<file path="config.mk">
export PLATFORM = sky130hd
export DESIGN_NAME = debug_unit
export DESIGN_NICKNAME = d
export VERILOG_FILES = /design/src/rtl/debug_unit.sv
export SDC_FILE = /design/constraint.sdc
export NUM_CORES = 1
export LEC_CHECK = 0
export CORE_UTILIZATION = 40
export CTS_CLUSTER_SIZE = 8
export DETAILED_ROUTE_END_ITERATION = 8
export GPL_TIMING_DRIVEN = 0
export PLACE_DENSITY_LB_ADDON = 0.1
export SLEW_MARGIN = 15
export SYNTH_ARGS = -nofsm -noshare
export SYNTH_HDL_FRONTEND = slang
export SYNTH_SLANG_ARGS = --single-unit
</file>
<file path="constraint.sdc">
create_clock -name i_clk -period 7.51 [get_ports i_clk]
set_input_delay 0.751 -clock i_clk [delete_from_list [all_inputs] [get_ports i_clk]]
set_output_delay 0.751 -clock i_clk [all_outputs]
set_load 0.01 [all_outputs]
</file>
<file path="src/rtl/debug_unit.sv">
// debug_unit: host-side control stage in front of the pipelined datapath.
// It decodes UART command bytes. 'L' loads a program into instruction memory.
// 'C' runs the pipeline until halt, and 'S' single-steps it. After every run
// or step it streams the PC, the cycle count and the register bank back out
// through the UART transmitter.
//
// Ports:
//   i_clk, i_rst         clock, asynchronous active-high reset
//   i_rx_data/i_rx_valid received byte + one-cycle strobe
//   o_tx_data/o_tx_start byte to send + one-cycle request; data held until i_tx_done
//   i_tx_done            transmitter finished the current byte
//   o_im_we/addr/data    instruction memory write port
//   o_cpu_en, o_cpu_rst  pipeline advance enable, one-cycle reset after a load
//   i_halt, i_pc         halt reached WB, current PC
//   o_dbg_reg_addr       register bank debug read index
//   i_dbg_reg_data       combinational register read data
//
// Optional feature macro: DBG_CHECKSUM_EN. When it is defined, the block sends
// the XOR of all loaded data bytes once the load finishes, and then pulses
// o_cpu_rst.
module debug_unit #(
    parameter int NBITS     = 32,
    parameter int RBITS     = 5,
    parameter int BANK_SIZE = 32,
    parameter int MEM_SIZE  = 1024
) (
    input  logic             i_clk,
    input  logic             i_rst,
    input  logic [7:0]       i_rx_data,
    input  logic             i_rx_valid,
    output logic [7:0]       o_tx_data,
    output logic             o_tx_start,
    input  logic             i_tx_done,
    output logic             o_im_we,
    output logic [NBITS-1:0] o_im_addr,
    output logic [NBITS-1:0] o_im_data,
    output logic             o_cpu_en,
    output logic             o_cpu_rst,
    input  logic             i_halt,
    input  logic [NBITS-1:0] i_pc,
    output logic [RBITS-1:0] o_dbg_reg_addr,
    input  logic [NBITS-1:0] i_dbg_reg_data
);
    localparam int NBYTES = NBITS / 8;
    localparam int BW     = (NBYTES > 1) ? $clog2(NBYTES) : 1;
    localparam int WW     = $clog2(BANK_SIZE + 2);
    localparam logic [BW-1:0]    LAST_BYTE = BW'(NBYTES - 1);
    localparam logic [WW-1:0]    LAST_WORD = WW'(BANK_SIZE + 1);
    localparam logic [NBITS-1:0] LAST_ADDR = NBITS'(MEM_SIZE - 1);

    typedef enum logic [3:0] {
        IDLE, LOAD_LEN_HI, LOAD_LEN_LO, LOAD_DATA, LOAD_DONE, CSUM_WAIT,
        RUN, STEP, DUMP_SEL, DUMP_SEND, DUMP_WAIT
    } state_t;

    state_t           state_q;
    logic [15:0]      len_q;      // words still to load
    logic [BW-1:0]    byte_q;     // byte index within the current word
    logic [NBITS-1:0] word_q;     // load assembly / dump shift register
    logic [NBITS-1:0] addr_q;     // load address
    logic [NBITS-1:0] cyc_q;      // enabled-cycle counter
    logic [WW-1:0]    widx_q;     // dump word index: 0=PC, 1=count, 2..=regs
    logic [7:0]       tx_data_q;
    logic             tx_start_q, im_we_q, cpu_en_q, cpu_rst_q;
    logic [NBITS-1:0] im_addr_q, im_data_q;
    logic [RBITS-1:0] reg_addr_q;
`ifdef DBG_CHECKSUM_EN
    logic [7:0]       csum_q;
`endif

    logic [NBITS-1:0] word_d, addr_d;
    assign word_d = {word_q[NBITS-9:0], i_rx_data};
    assign addr_d = (addr_q == LAST_ADDR) ? '0 : addr_q + NBITS'(1);

    always_ff @(posedge i_clk or posedge i_rst) begin
        if (i_rst) begin
            state_q    <= IDLE;
            len_q      <= '0;
            byte_q     <= '0;
            word_q     <= '0;
            addr_q     <= '0;
            cyc_q      <= '0;
            widx_q     <= '0;
            tx_data_q  <= '0;
            tx_start_q <= 1'b0;
            im_we_q    <= 1'b0;
            im_addr_q  <= '0;
            im_data_q  <= '0;
            cpu_en_q   <= 1'b0;
            cpu_rst_q  <= 1'b0;
            reg_addr_q <= '0;
`ifdef DBG_CHECKSUM_EN
            csum_q     <= '0;
`endif
        end else begin
            // Strobes default low so that each one lasts a single cycle.
            im_we_q    <= 1'b0;
            tx_start_q <= 1'b0;
            cpu_en_q   <= 1'b0;
            cpu_rst_q  <= 1'b0;
            case (state_q)
                IDLE: if (i_rx_valid) begin
                    case (i_rx_data)
                        8'h4C: begin
                            state_q <= LOAD_LEN_HI;
                            cyc_q   <= '0;
                            addr_q  <= '0;
`ifdef DBG_CHECKSUM_EN
                            csum_q  <= '0;
`endif
                        end
                        8'h43:   state_q <= RUN;
                        8'h53:   state_q <= STEP;
                        default: ;
                    endcase
                end
                LOAD_LEN_HI: if (i_rx_valid) begin
                    len_q   <= {i_rx_data, 8'h00};
                    state_q <= LOAD_LEN_LO;
                end
                LOAD_LEN_LO: if (i_rx_valid) begin
                    len_q   <= {len_q[15:8], i_rx_data};
                    byte_q  <= '0;
                    state_q <= ({len_q[15:8], i_rx_data} == 16'd0) ? LOAD_DONE : LOAD_DATA;
                end
                LOAD_DATA: if (i_rx_valid) begin
                    word_q <= word_d;
`ifdef DBG_CHECKSUM_EN
                    csum_q <= csum_q ^ i_rx_data;
`endif
                    if (byte_q == LAST_BYTE) begin
                        im_we_q   <= 1'b1;
                        im_addr_q <= addr_q;
                        im_data_q <= word_d;
                        addr_q    <= addr_d;
                        len_q     <= len_q - 16'd1;
                        byte_q    <= '0;
                        if (len_q == 16'd1) state_q <= LOAD_DONE;
                    end else begin
                        byte_q <= byte_q + BW'(1);
                    end
                end
`ifdef DBG_CHECKSUM_EN
                LOAD_DONE: begin
                    tx_data_q  <= csum_q;
                    tx_start_q <= 1'b1;
                    state_q    <= CSUM_WAIT;
                end
                CSUM_WAIT: if (i_tx_done) begin
                    cpu_rst_q <= 1'b1;
                    state_q   <= IDLE;
                end
`else
                LOAD_DONE: begin
                    cpu_rst_q <= 1'b1;
                    state_q   <= IDLE;
                end
`endif
                RUN: begin
                    if (i_halt) begin
                        widx_q     <= '0;
                        reg_addr_q <= '0;
                        state_q    <= DUMP_SEL;
                    end else begin
                        cpu_en_q <= 1'b1;
                        cyc_q    <= cyc_q + NBITS'(1);
                    end
                end
                STEP: begin
                    if (!i_halt) begin
                        cpu_en_q <= 1'b1;
                        cyc_q    <= cyc_q + NBITS'(1);
                    end
                    widx_q     <= '0;
                    reg_addr_q <= '0;
                    state_q    <= DUMP_SEL;
                end
                // A step's enable cycle overlaps the first DUMP_SEL cycle.
                // Hold off until it retires, so the sampled PC is the post-step PC.
                DUMP_SEL: if (!cpu_en_q) begin
                    if (widx_q == '0)       word_q <= i_pc;
                    else if (widx_q == WW'(1)) word_q <= cyc_q;
                    else                    word_q <= i_dbg_reg_data;
                    byte_q  <= '0;
                    state_q <= DUMP_SEND;
                end
                DUMP_SEND: begin
                    tx_data_q  <= word_q[NBITS-1 -: 8];
                    tx_start_q <= 1'b1;
                    word_q     <= word_q << 8;
                    state_q    <= DUMP_WAIT;
                end
                DUMP_WAIT: if (i_tx_done) begin
                    if (byte_q == LAST_BYTE) begin
                        if (widx_q == LAST_WORD) begin
                            state_q <= IDLE;
                        end else begin
                            // The next word is widx+1. Its register index is widx-1.
                            if (widx_q != '0) reg_addr_q <= RBITS'(widx_q - WW'(1));
                            widx_q  <= widx_q + WW'(1);
                            state_q <= DUMP_SEL;
                        end
                    end else begin
                        byte_q  <= byte_q + BW'(1);
                        state_q <= DUMP_SEND;
                    end
                end
                default: state_q <= IDLE;
            endcase
        end
    end

    assign o_tx_data      = tx_data_q;
    assign o_tx_start     = tx_start_q;
    assign o_im_we        = im_we_q;
    assign o_im_addr      = im_addr_q;
    assign o_im_data      = im_data_q;
    assign o_cpu_en       = cpu_en_q;
    assign o_cpu_rst      = cpu_rst_q;
    assign o_dbg_reg_addr = reg_addr_q;

endmodule

</file>
After elaboration in Yosys (flattened, before gate mapping):

Index checks and enable logic that the tools add are counted.

* memories: 0
* output and inout port bits: 81
* ROM bits: 0
* logic and storage cells: 135
* latch bits: 0
* RAM bits: 0
* register bits: 205
* bits of input ports: 77

* multiply operators: 0
* shifts and indexed selects: 0
* $lt $le $gt $ge: 0
* muxes and demuxes: 57
* reduce and logical (&&, ||, !) cells: 22
* add/sub/neg operators: 6
* bitwise operators: 1
* equal/unequal tests: 33
* div/mod/pow operators: 0

Operators by type and width (count)
* $mux 32: 10
* $pmux 32 s2: 2
* $pmux 32 s3: 1
* $add 32x1->32 const B: 2
* $mux 16: 3
* $pmux 16 s3: 1
* $mux 4: 11
* $pmux 4 s9: 1
* $eq 32x10->1 const B: 1
* $ne 2x2->1 const B: 14
* $mux 5: 5
* $eq 8x7->1 const B: 3
* $mux 6: 4
* $reduce_and 5->1: 4
* $pmux 6 s3: 1
* $eq 16x1->1 const B: 1
* $logic_not 16->1: 1
* $sub 16x1->16 const B: 1
* $pmux 5 s3: 1
* $eq 4x3->1 const B: 3
* $eq 4x4->1 const B: 3
* $mux 2: 6
* $pmux 4 s3: 1
* $reduce_and 6->1: 2
* 25 further kinds: 37

Logic depth before layout (Yosys ltp):

Gate-level depths: netlist of run 1.

* depth in word-level cells: 6
* depth in mapped cells: 11
* mapped depth without buffers: 8

Worst setup path before layout of run 1:

Ideal clock, no wire load.

* path kind: input -> register
* start: input port i_rx_valid
* end: register addr_q[27]
* buffers on the path: 2
* data required time: 7.383 ns
* setup slack: 5.234 ns
* arrival: 2.149 ns
* setup time: 0.127 ns
* stages: 8
* cells stage by stage: clkbuf_1 -> nand2_1 -> a2bb2oi_2 -> o2111ai_2 -> buf_6 -> nor4_4 -> xnor2_1 -> nor2_2

* longest elaborated chain between the ends: 2
* elaborated cells between the ends (all ways): 3
* those cells by class: eq/ne (2); reduce/logical (1)

RTL lines
* from (decl): RTL line 30 `input logic i_rx_valid,`
* $ne 2x2->1 (no source line)
* $reduce_and 5->1 (no source line) *
* to (signal assigned): RTL line 135 `addr_q <= addr_d;`
* to (decl): RTL line 60 `logic [NBITS-1:0] addr_q;`

Every way passes the cells marked *; elsewhere a longest branch is shown, timed or not.
A chain may end at the register's enable or synchronous reset.

Final worst setup path of run 1:

* start: input port i_rx_data[0]
* end: register cyc_q[25]

* longest elaborated chain between the ends: 3

RTL lines
* from (decl): RTL line 29 `input logic [7:0] i_rx_data,`
* $eq 8x7->1: RTL line 103 `case (i_rx_data)`
* $ne 2x1->1 (no source line)
* $reduce_and 4->1 (no source line)
* to (signal assigned): RTL line 166 `cyc_q <= cyc_q + NBITS'(1);`
* to (signal assigned): RTL line 172 `cyc_q <= cyc_q + NBITS'(1);`
* to (decl): RTL line 61 `logic [NBITS-1:0] cyc_q;`

No other way between the ends.

==> results.ini, run 1 <==
[placed_design]
post_dp_cell_area_um2=12500
post-dp-hpwl_mm=21.6
gp_congestion=0.886
io_buffers=156

[logic_synthesis]
yosys-top-cells-area=dfrtp_1 (49%), nand2_1 (9.0%), nor2_1 (5.8%), a21oi_1 (3.9%), mux2i_1 (3.1%)
ys.warnings.count=0
synth_area_um2=10500
ys_types=68
synth-seq-cells=205
yosys.area.top_type=dfrtp_1
synthArstFlopShare_pct=100
synth_seq_area_share_pct=49.0
syn_nets=1257
synth-main-ff-cell=dfrtp_1
synth-edff-count=0
yosysTopAreaCellShare_pct=49.0
syn_avg_cell_area_um2=8.94
syn_inst=1171

[timing]
setup_violations=0
max_slew.worst_pin.slew_ns=1.07
clock_skew_ns=0.00990
hold_violations=0
rsz0062_at_grt=no
slew_headroom_pct=27.9
slew_viol_final=0
fin_crit_sh_pct=37.0
fin_crit_ns=2.78
holdWs_ns=0.471
max_freq_ghz=0.360

[route]
wl_per_cell_um=18.0
drc=0
vias=9028
wirelength_mm=30.3
viasPerCell=5.35
drtIter0Drc=672
firstDrtPassIters=5
antenna_left=0

[power]
power.internal_uw=2660
p_total_uw=4160
irDropWorstVdd_mv=0.158
combPwrFrac_pct=35.4
clkPwrFrac_pct=27.0
p_switching_uw=1500
pwr_density_cell_nw_per_um2=315
seqPwrFrac_pct=37.6
p_leak_uw=0.00610
p_sw_share_pct=36.1

[critical_path]
slowest_delay_ns=0.62
crit_fanout=10
r2r_setup_slack_ns=4.77
critPathCaptureType=flip-flop
worstPathArrival_ns=3.19
crit_buf_inv=2
critical-path-top-delay-family=simple AND/OR/NAND/NOR gates
cp-start-kind=input port
crit_type=input port to flip-flop
r2r_cells=11
cp_slowest_cell=clkdlybuf4s50_1
reg2reg_from=byte_q[0]
r2r_end=o_im_data[29]
path_cells=clkdlybuf4s50_1 > nor4_4 > a31oi_1 > nor3b_2 > buf_2 > nand4_1 > xor2_1 > nor2_1
required_ns=7.92

[layout]
drive_gt1_share_pct=7.95
mostFrequentLayoutCell=nand2_1
stdcell_area_um2=13200
nets=1445
most-common-layout-cells=nand2_1 (250), dfrtp_1 (205), nor2_1 (163)
antenna_cells=0
area_growth_pct=26.3

[outcome]
status=completed

[global_route]
track_usage_pct=23.1
antenna_found_initial=0
grt_pass1_wl_mm=48.5
grt_max_degree=108
first_global_vias=8847
grt_overflow=0

[clocking]
htree_num_levels=1
postCtsHoldBufs=0
cts_max_path_buffers=3
cts.clk_slew.worst_paths_ns=0.05
cts_buffers=29
clk_latency_ns=0.53
post_cts_buffers=0
cts_tree=yes
ctsResizeCount=0
cts.sinks=205
root_buffer=clkbuf_16

[flow_run]
drv_cap=0

[worst_hold_path]
hold_path_depth=2
min_path_type=flip-flop to flip-flop
hold_end=o_im_data[30]
min_from=o_im_data[30]

[floorplan]
io_pins=158
die-area_um2=26800
row_count=58
start_util_pct=41.2
die_x_um=164
core_area_um2=25400
die_y_um=164

## Yosys cell counts, drive strengths merged (4+ instances only)
library cell    n
dfrtp         205
xnor2          23
or3             4
o21ai          56
nor2          167
or2             5
clkbuf         28
nand3          28
and3           13
mux2i          32
a31oi           5
xor2           34
o2111ai         5
and4            4
and2            6
nor3           22
a22oi          12
mux2           11
buf            39
nand2b          7
nand4          23
a211oi         32
nand2         250
a21oi          82
nor4           18
inv            13
ha              9
## routing by layer
| layer | vias to the layer above | global-route usage, % | part of all wire (%) |
|---|---|---|---|
| met5 | - | 0 | 0 |
| met4 | 0 | 5.22 | 1.5 |
| met3 | 34 | 3.13 | 5.8 |
| met2 | 276 | 36.8 | 46 |
| met1 | 4325 | 33.3 | 47 |
| li1 | 4393 | - | - |
## metrics by stage
step           cells  TNS [ns]  utilization, %  worst slack, ns
3_5_place_dp    1658         0            49.1             4.20
6_report        1689         0            52.0             4.73
4_1_cts         1689         0            52.0             4.75
5_1_grt         1689         0            52.0             4.58
2_1_floorplan   1171         0               -             1.16
3_3_place_gp    1657   -371.63            49.0            -1.84
## power by group through the flow
stage | clock network, uW | logic (uW) | registers [uW]
floorplan | 0 | 862 | 1580
global placement | 0 | 1450 | 1570
detailed placement | 0 | 1480 | 1580
CTS | 1150 | 1480 | 1560
global route | 1200 | 1640 | 1600
finish | 1120 | 1470 | 1560
## area by class of cell
class | count | area, um2
multi-input cells | 886 | 4980
plain buffers | 67 | 310
flip-flops and latches | 205 | 5130
well taps | 330 | 413
inverters | 13 | 56.3
clock inverters | 2 | 13.8
fillers | 2439 | 12200
clock buffers | 29 | 726
repair buffers | 157 | 1590
## worst register-to-register path: cells and delay by family (launching register included)
kind                     cells  cell delay [ns]
AND/OR/NAND/NOR              5             0.68
flip-flops                   1             0.36
buffers and inverters        4             1.13
adder cells (fa/ha/maj)      1             0.15
AO/OA/AOI/OAI                1             0.35
## kinds of logic after synthesis
logic type,count (synthesis),share of synthesized area (%)
buffers and inverters,80,3.43
xor gates and xnor gates,57,4.77
adders and majority gates,9,1.08
and+or+nand+nor,563,24.5
AOI/OAI and AO/OA,214,12.9
muxes,43,4.24
DFF,205,49.0
## state kept, by name, summed over array words and instances (netlist names)
register	cells
addr_q	32
cyc_q	32
o_im_addr	32
o_im_data	32
word_q	32
len_q	16
o_tx_data	8
widx_q	6
o_dbg_reg_addr	5
state_q	4
byte_q	2
o_cpu_en	1
o_cpu_rst	1
o_im_we	1
o_tx_start	1
## worst max path at each step
stage	cells past startpoint	from	slack [ns]	end
floorplan	1	i_rst	1.16	addr_q[0]
global placement	2	i_rst	-1.84	len_q[12]
detailed placement	8	i_rx_data[0]	4.20	cyc_q[24]
CTS	8	i_rx_data[0]	4.75	cyc_q[24]
global route	8	i_rx_data[0]	4.58	cyc_q[8]
finish	8	i_rx_data[0]	4.73	cyc_q[25]
Note: power is estimated with default switching activity, not from simulation.
==> run 2: changes to the inputs <==
==> constraint.sdc (replaced) <==
create_clock -name i_clk -period 2.39 [get_ports i_clk]
set_input_delay 0.239 -clock i_clk [delete_from_list [all_inputs] [get_ports i_clk]]
set_output_delay 0.239 -clock i_clk [all_outputs]
set_load 0.01 [all_outputs]
==> results.ini, run 2 (synthesis results as in run 1) <==
[outcome]
status=completed

[timing]
slew_headroom_pct=27.7
hold_violations=0
fin_crit_ns=2.31
setup_violations=0
max_freq_ghz=0.433
max_slew.worst_pin.slew_ns=1.07
clock_skew_ns=0.0217
rsz0062_at_grt=yes
fin_crit_sh_pct=96.7
slew_viol_final=0

[route]
vias=9100
antenna_left=0
drc=0
viasPerCell=5.35
wirelength_mm=30.7
firstDrtPassIters=7
wl_per_cell_um=18.1
drtIter0Drc=652

[clocking]
cts_max_path_buffers=3
htree_num_levels=1
cts.clk_slew.worst_paths_ns=0.05
postCtsHoldBufs=0
cts.sinks=205
cts_tree=yes
cts_buffers=29
clk_latency_ns=0.55
root_buffer=clkbuf_16

[critical_path]
cp_slowest_cell=dfrtp_1
crit_start=state_q[0]
slowest_delay_ns=0.35
critical-path-top-delay-family=buffers and inverters
r2r_cells=10
path_cells=buf_2 > or2_1 > buf_2 > or2_1 > clkbuf_1 > clkbuf_4 > buf_4 > a211oi_1 > a21oi_1 > a21oi_1
critPathCaptureType=flip-flop
worstPathArrival_ns=2.77
cp-start-kind=flip-flop
reg2reg_from=state_q[0]
crit_buf_inv=5
required_ns=2.85
crit_type=flip-flop to flip-flop
r2r_setup_slack_ns=0.08
cp.depth=10
r2r_end=word_q[2]
worstSetupEndpoint=word_q[2]
crit_fanout=10

[power]
irDropWorstVdd_mv=0.541
pwr_density_cell_nw_per_um2=988
p_sw_share_pct=36.4
p_switching_uw=4860
combPwrFrac_pct=36.0
power.internal_uw=8490
p_leak_uw=0.00621
seqPwrFrac_pct=36.9
clkPwrFrac_pct=27.1

[layout]
antenna_cells=0
nets=1455
area_growth_pct=29.1
stdcell_area_um2=13500
postLayoutCoreUtil_pct=53.2
most-common-layout-cells=nand2_1 (248), dfrtp_1 (205), nor2_1 (159)
drive_gt1_share_pct=9.93
instances_no_fill=1700
mostFrequentLayoutCell=nand2_1

[floorplan]
io_pins=158
die_y_um=164
start_util_pct=41.2
core_area_um2=25400
row_count=58
die_x_um=164
die-area_um2=26800

[global_route]
grt_overflow=0
grt_pass1_wl_mm=48.8
first_global_vias=8905
antenna_found_initial=0
track_usage_pct=23.2
grt_max_degree=36

[worst_hold_path]
min_path_type=input port to async pin

[flow_run]
drv_cap=0

[placed_design]
post_dp_cell_area_um2=12600
post-dp-hpwl_mm=22.2
gp_congestion=0.906
io_buffers=156
dp.cells=1663

[run 2: changes by cell type in the layout (fill, tap and decap cells not counted), moves of 3 or more]
cell      before  now
clkbuf_1      28   25
nor2_4         1    5
nor2_1       163  159
clkbuf_2       0    3
clkbuf_4       0    5
buf_12         0    7
buf_4          0    9
buf_2         35   26
[run 2: how the worst min path moves through the flow]
| stage | depth (start not counted) | start | endpoint |
|---|---|---|---|
| finish | 2 | i_rst | addr_q[22] |
| global route | 2 | i_rst | o_tx_data[7] |
| CTS | 2 | i_rst | addr_q[22] |
| detailed placement | 2 | o_im_addr[15] | o_im_addr[15] |
| global placement | 2 | o_im_data[15] | o_im_data[15] |
| floorplan | 1 | i_halt | cyc_q[17] |
[run 2: per-layer routing]
| layer | vias up | wire, um | GRT usage [%] |
|---|---|---|---|
| met5 | - | 0 | 0 |
| met4 | 0 | 601 | 6.14 |
| met3 | 39 | 1730 | 3.38 |
| met2 | 277 | 13900 | 36.3 |
| met1 | 4364 | 14500 | 33.5 |
| li1 | 4420 | - | - |
[run 2: layout make-up]
| class | instances | area, um2 |
|---|---|---|
| Buffer | 66 | 333 |
| Timing Repair Buffer | 168 | 1740 |
| Sequential cell | 205 | 5130 |
| Clock buffer | 31 | 743 |
| Tap cell | 330 | 413 |
| Clock inverter | 1 | 20.0 |
| Fill cell | 2421 | 11900 |
| Inverter | 13 | 52.6 |
| Multi-Input combinational cell | 886 | 5080 |
[run 2: worst reg2reg max path, cell delays in order, from the launching register on]
cell      delay, ns
dfrtp_1        0.35
buf_2          0.18
or2_1          0.22
buf_2          0.17
or2_1          0.23
clkbuf_1       0.16
clkbuf_4       0.22
buf_4          0.22
a211oi_1       0.18
a21oi_1        0.12
a21oi_1        0.19
[run 2: per-stage QoR]
| stage | setup slack, ns | hold WS, ns | power (uW) | TNS [ns] |
|---|---|---|---|---|
| floorplan | -0.507 | 0.336 | 7680 | -103.99 |
| global placement | -2.26 | 0.458 | 9520 | -493.60 |
| detailed placement | -0.460 | 0.461 | 9620 | -35.94 |
| CTS | 0.0114 | 0.0835 | 13400 | 0 |
| global route | -0.0130 | 0.113 | 14200 | -0.0259 |
| finish | 0.0797 | 0.0843 | 13400 | 0 |
[run 2: what timing repair did]
item                                    in CTS  in global routing
pin swaps                                    0                  5
buffers inserted                             0                  6
gates resized for setup                     12                 26
gates cloned                                 0                  0
endpoints found under the setup margin     127                155
[run 2: power by group through the flow]
stage | Combinational [uW] | Sequential [uW] | Clock, uW
final | 4810 | 4930 | 3610
after global routing | 5310 | 5040 | 3860
after CTS | 4730 | 4920 | 3710
after detailed placement | 4650 | 4960 | 0
after global placement | 4570 | 4950 | 0
after floorplan | 2710 | 4970 | 0
==> run 3: changes to the inputs <==
--- a/config.mk
+++ b/config.mk
@@ -6,7 +6,7 @@
 export NUM_CORES = 1
 export LEC_CHECK = 0
 export CORE_UTILIZATION = 40
-export CTS_CLUSTER_SIZE = 8
+export CTS_BUF_LIST = sky130_fd_sc_hd__clkbuf_4 sky130_fd_sc_hd__clkbuf_8 sky130_fd_sc_hd__clkbuf_16
 export DETAILED_ROUTE_END_ITERATION = 8
 export GPL_TIMING_DRIVEN = 0
 export PLACE_DENSITY_LB_ADDON = 0.1
==> constraint.sdc (replaced) <==
create_clock -name i_clk -period 2.8 [get_ports i_clk]
set_input_delay 0.28 -clock i_clk [delete_from_list [all_inputs] [get_ports i_clk]]
set_output_delay 0.28 -clock i_clk [all_outputs]
set_load 0.01 [all_outputs]
==> results.ini, run 3 (synthesis results as in run 1) <==
[global_route]
track_usage_pct=23.0
first_global_vias=8791
grt_max_degree=36
grt_pass1_wl_mm=48.4
antenna_found_initial=0
grt_overflow=0

[clocking]
post_cts_buffers=0
cts.sinks=205
cts_max_path_buffers=3
htree_num_levels=1
postCtsHoldBufs=0
root_buffer=clkbuf_16
ctsResizeCount=0
cts_buffers=24
cts_tree=yes
clk_latency_ns=0.52
cts.clk_slew.worst_paths_ns=0.06

[timing]
fin_crit_ns=2.67
max_slew.worst_pin.slew_ns=1.10
hold_violations=0
rsz0062_at_grt=no
clock_skew_ns=0.0110
postLayoutSetupSlackWorst_ns=0.131
max_freq_ghz=0.375
tns_ns=0
slew_headroom_pct=24.7
slew_viol_final=0
setup_violations=0
fin_crit_sh_pct=95.3

[route]
vias=9054
wirelength_mm=30.6
wl_per_cell_um=17.9
antenna_left=0
drc=0
drtIter0Drc=600
firstDrtPassIters=5
viasPerCell=5.31

[critical_path]
crit_type=flip-flop to flip-flop
required_ns=3.20
critPathCaptureType=flip-flop
crit_fanout=10
cp-start-kind=flip-flop
worstPathArrival_ns=3.07
r2r_setup_slack_ns=0.13

[layout]
area_growth_pct=28.7
mostFrequentLayoutCell=nand2_1
antenna_cells=0
nFillCells=2426
instances_no_fill=1704
most-common-layout-cells=nand2_1 (250), dfrtp_1 (205), nor2_1 (163)
drive_gt1_share_pct=9.02
nets=1444

[placed_design]
post-dp-hpwl_mm=22.2
dp_slack_ns=-0.0909
gp_congestion=0.906
io_buffers=156
dp.cells=1663

[floorplan]
row_count=58
start_util_pct=41.2
io_pins=158
die-area_um2=26800
die_y_um=164
die_x_um=164
core_area_um2=25400

[power]
pwr_density_cell_nw_per_um2=873
irDropWorstVdd_mv=0.456
p_total_uw=11800
p_leak_uw=0.00622

[worst_hold_path]
min_path_type=input port to async pin

[outcome]
status=completed

[flow_run]
drv_cap=0

==> run 3: where the power goes <==
group,switching (uW),internal (uW)
clock network,1260,2330
logic,2310,1660
registers,524,3670
==> run 3: through the flow <==
stage | area (um2) | hold WS, ns | utilization (%)
after floorplan | 10500 | 0.377 | -
after global placement | 12400 | 0.458 | 49.0
after detailed placement | 12600 | 0.461 | 49.5
after CTS | 13500 | 0.167 | 53.1
after global routing | 13500 | 0.188 | 53.0
final | 13500 | 0.161 | 53.0
==> run 3: critical path, cell delays in order (launching register included) <==
cell and delay [ns]:
dfrtp_1 0.35, buf_2 0.18, nand2b_1 0.24, a2111oi_0 0.97, a221o_1 0.24, nand3b_1 0.21
mux2_2 0.36
==> run 3: layout make-up <==
cell class | instances | area [um2] | share of cell area (%)
multi-input cells | 886 | 4980 | 36.9
repair buffers | 162 | 1680 | 12.5
inverters | 13 | 52.6 | 0.390
clock buffers | 34 | 718 | 5.33
well taps | 330 | 413 | 3.06
flip-flops and latches | 205 | 5130 | 38.1
plain buffers | 66 | 307 | 2.28
clock inverters | 8 | 194 | 1.44
==> run 3: layer usage <==
metal  track usage, %  part of all wire [%]  vias up
met5                0                     0        -
met4             5.98                   2.1        0
met3             3.16                   5.7       41
met2             35.8                    44      270
met1             33.6                    48     4348
li1                 -                     -     4395
==> run 3: worst paths after layout <==
kind                               start             to  cells after the start
setup reg to reg              state_q[2]     state_q[0]                      6
max in group asynchronous          i_rst   o_im_data[0]                      5
min in group i_clk            i_rx_valid     state_q[2]                      4
hold / removal                     i_rst   o_tx_data[7]                      2
hold reg to reg            o_im_data[14]  o_im_data[14]                      2
setup / recovery              state_q[2]     state_q[0]                      6
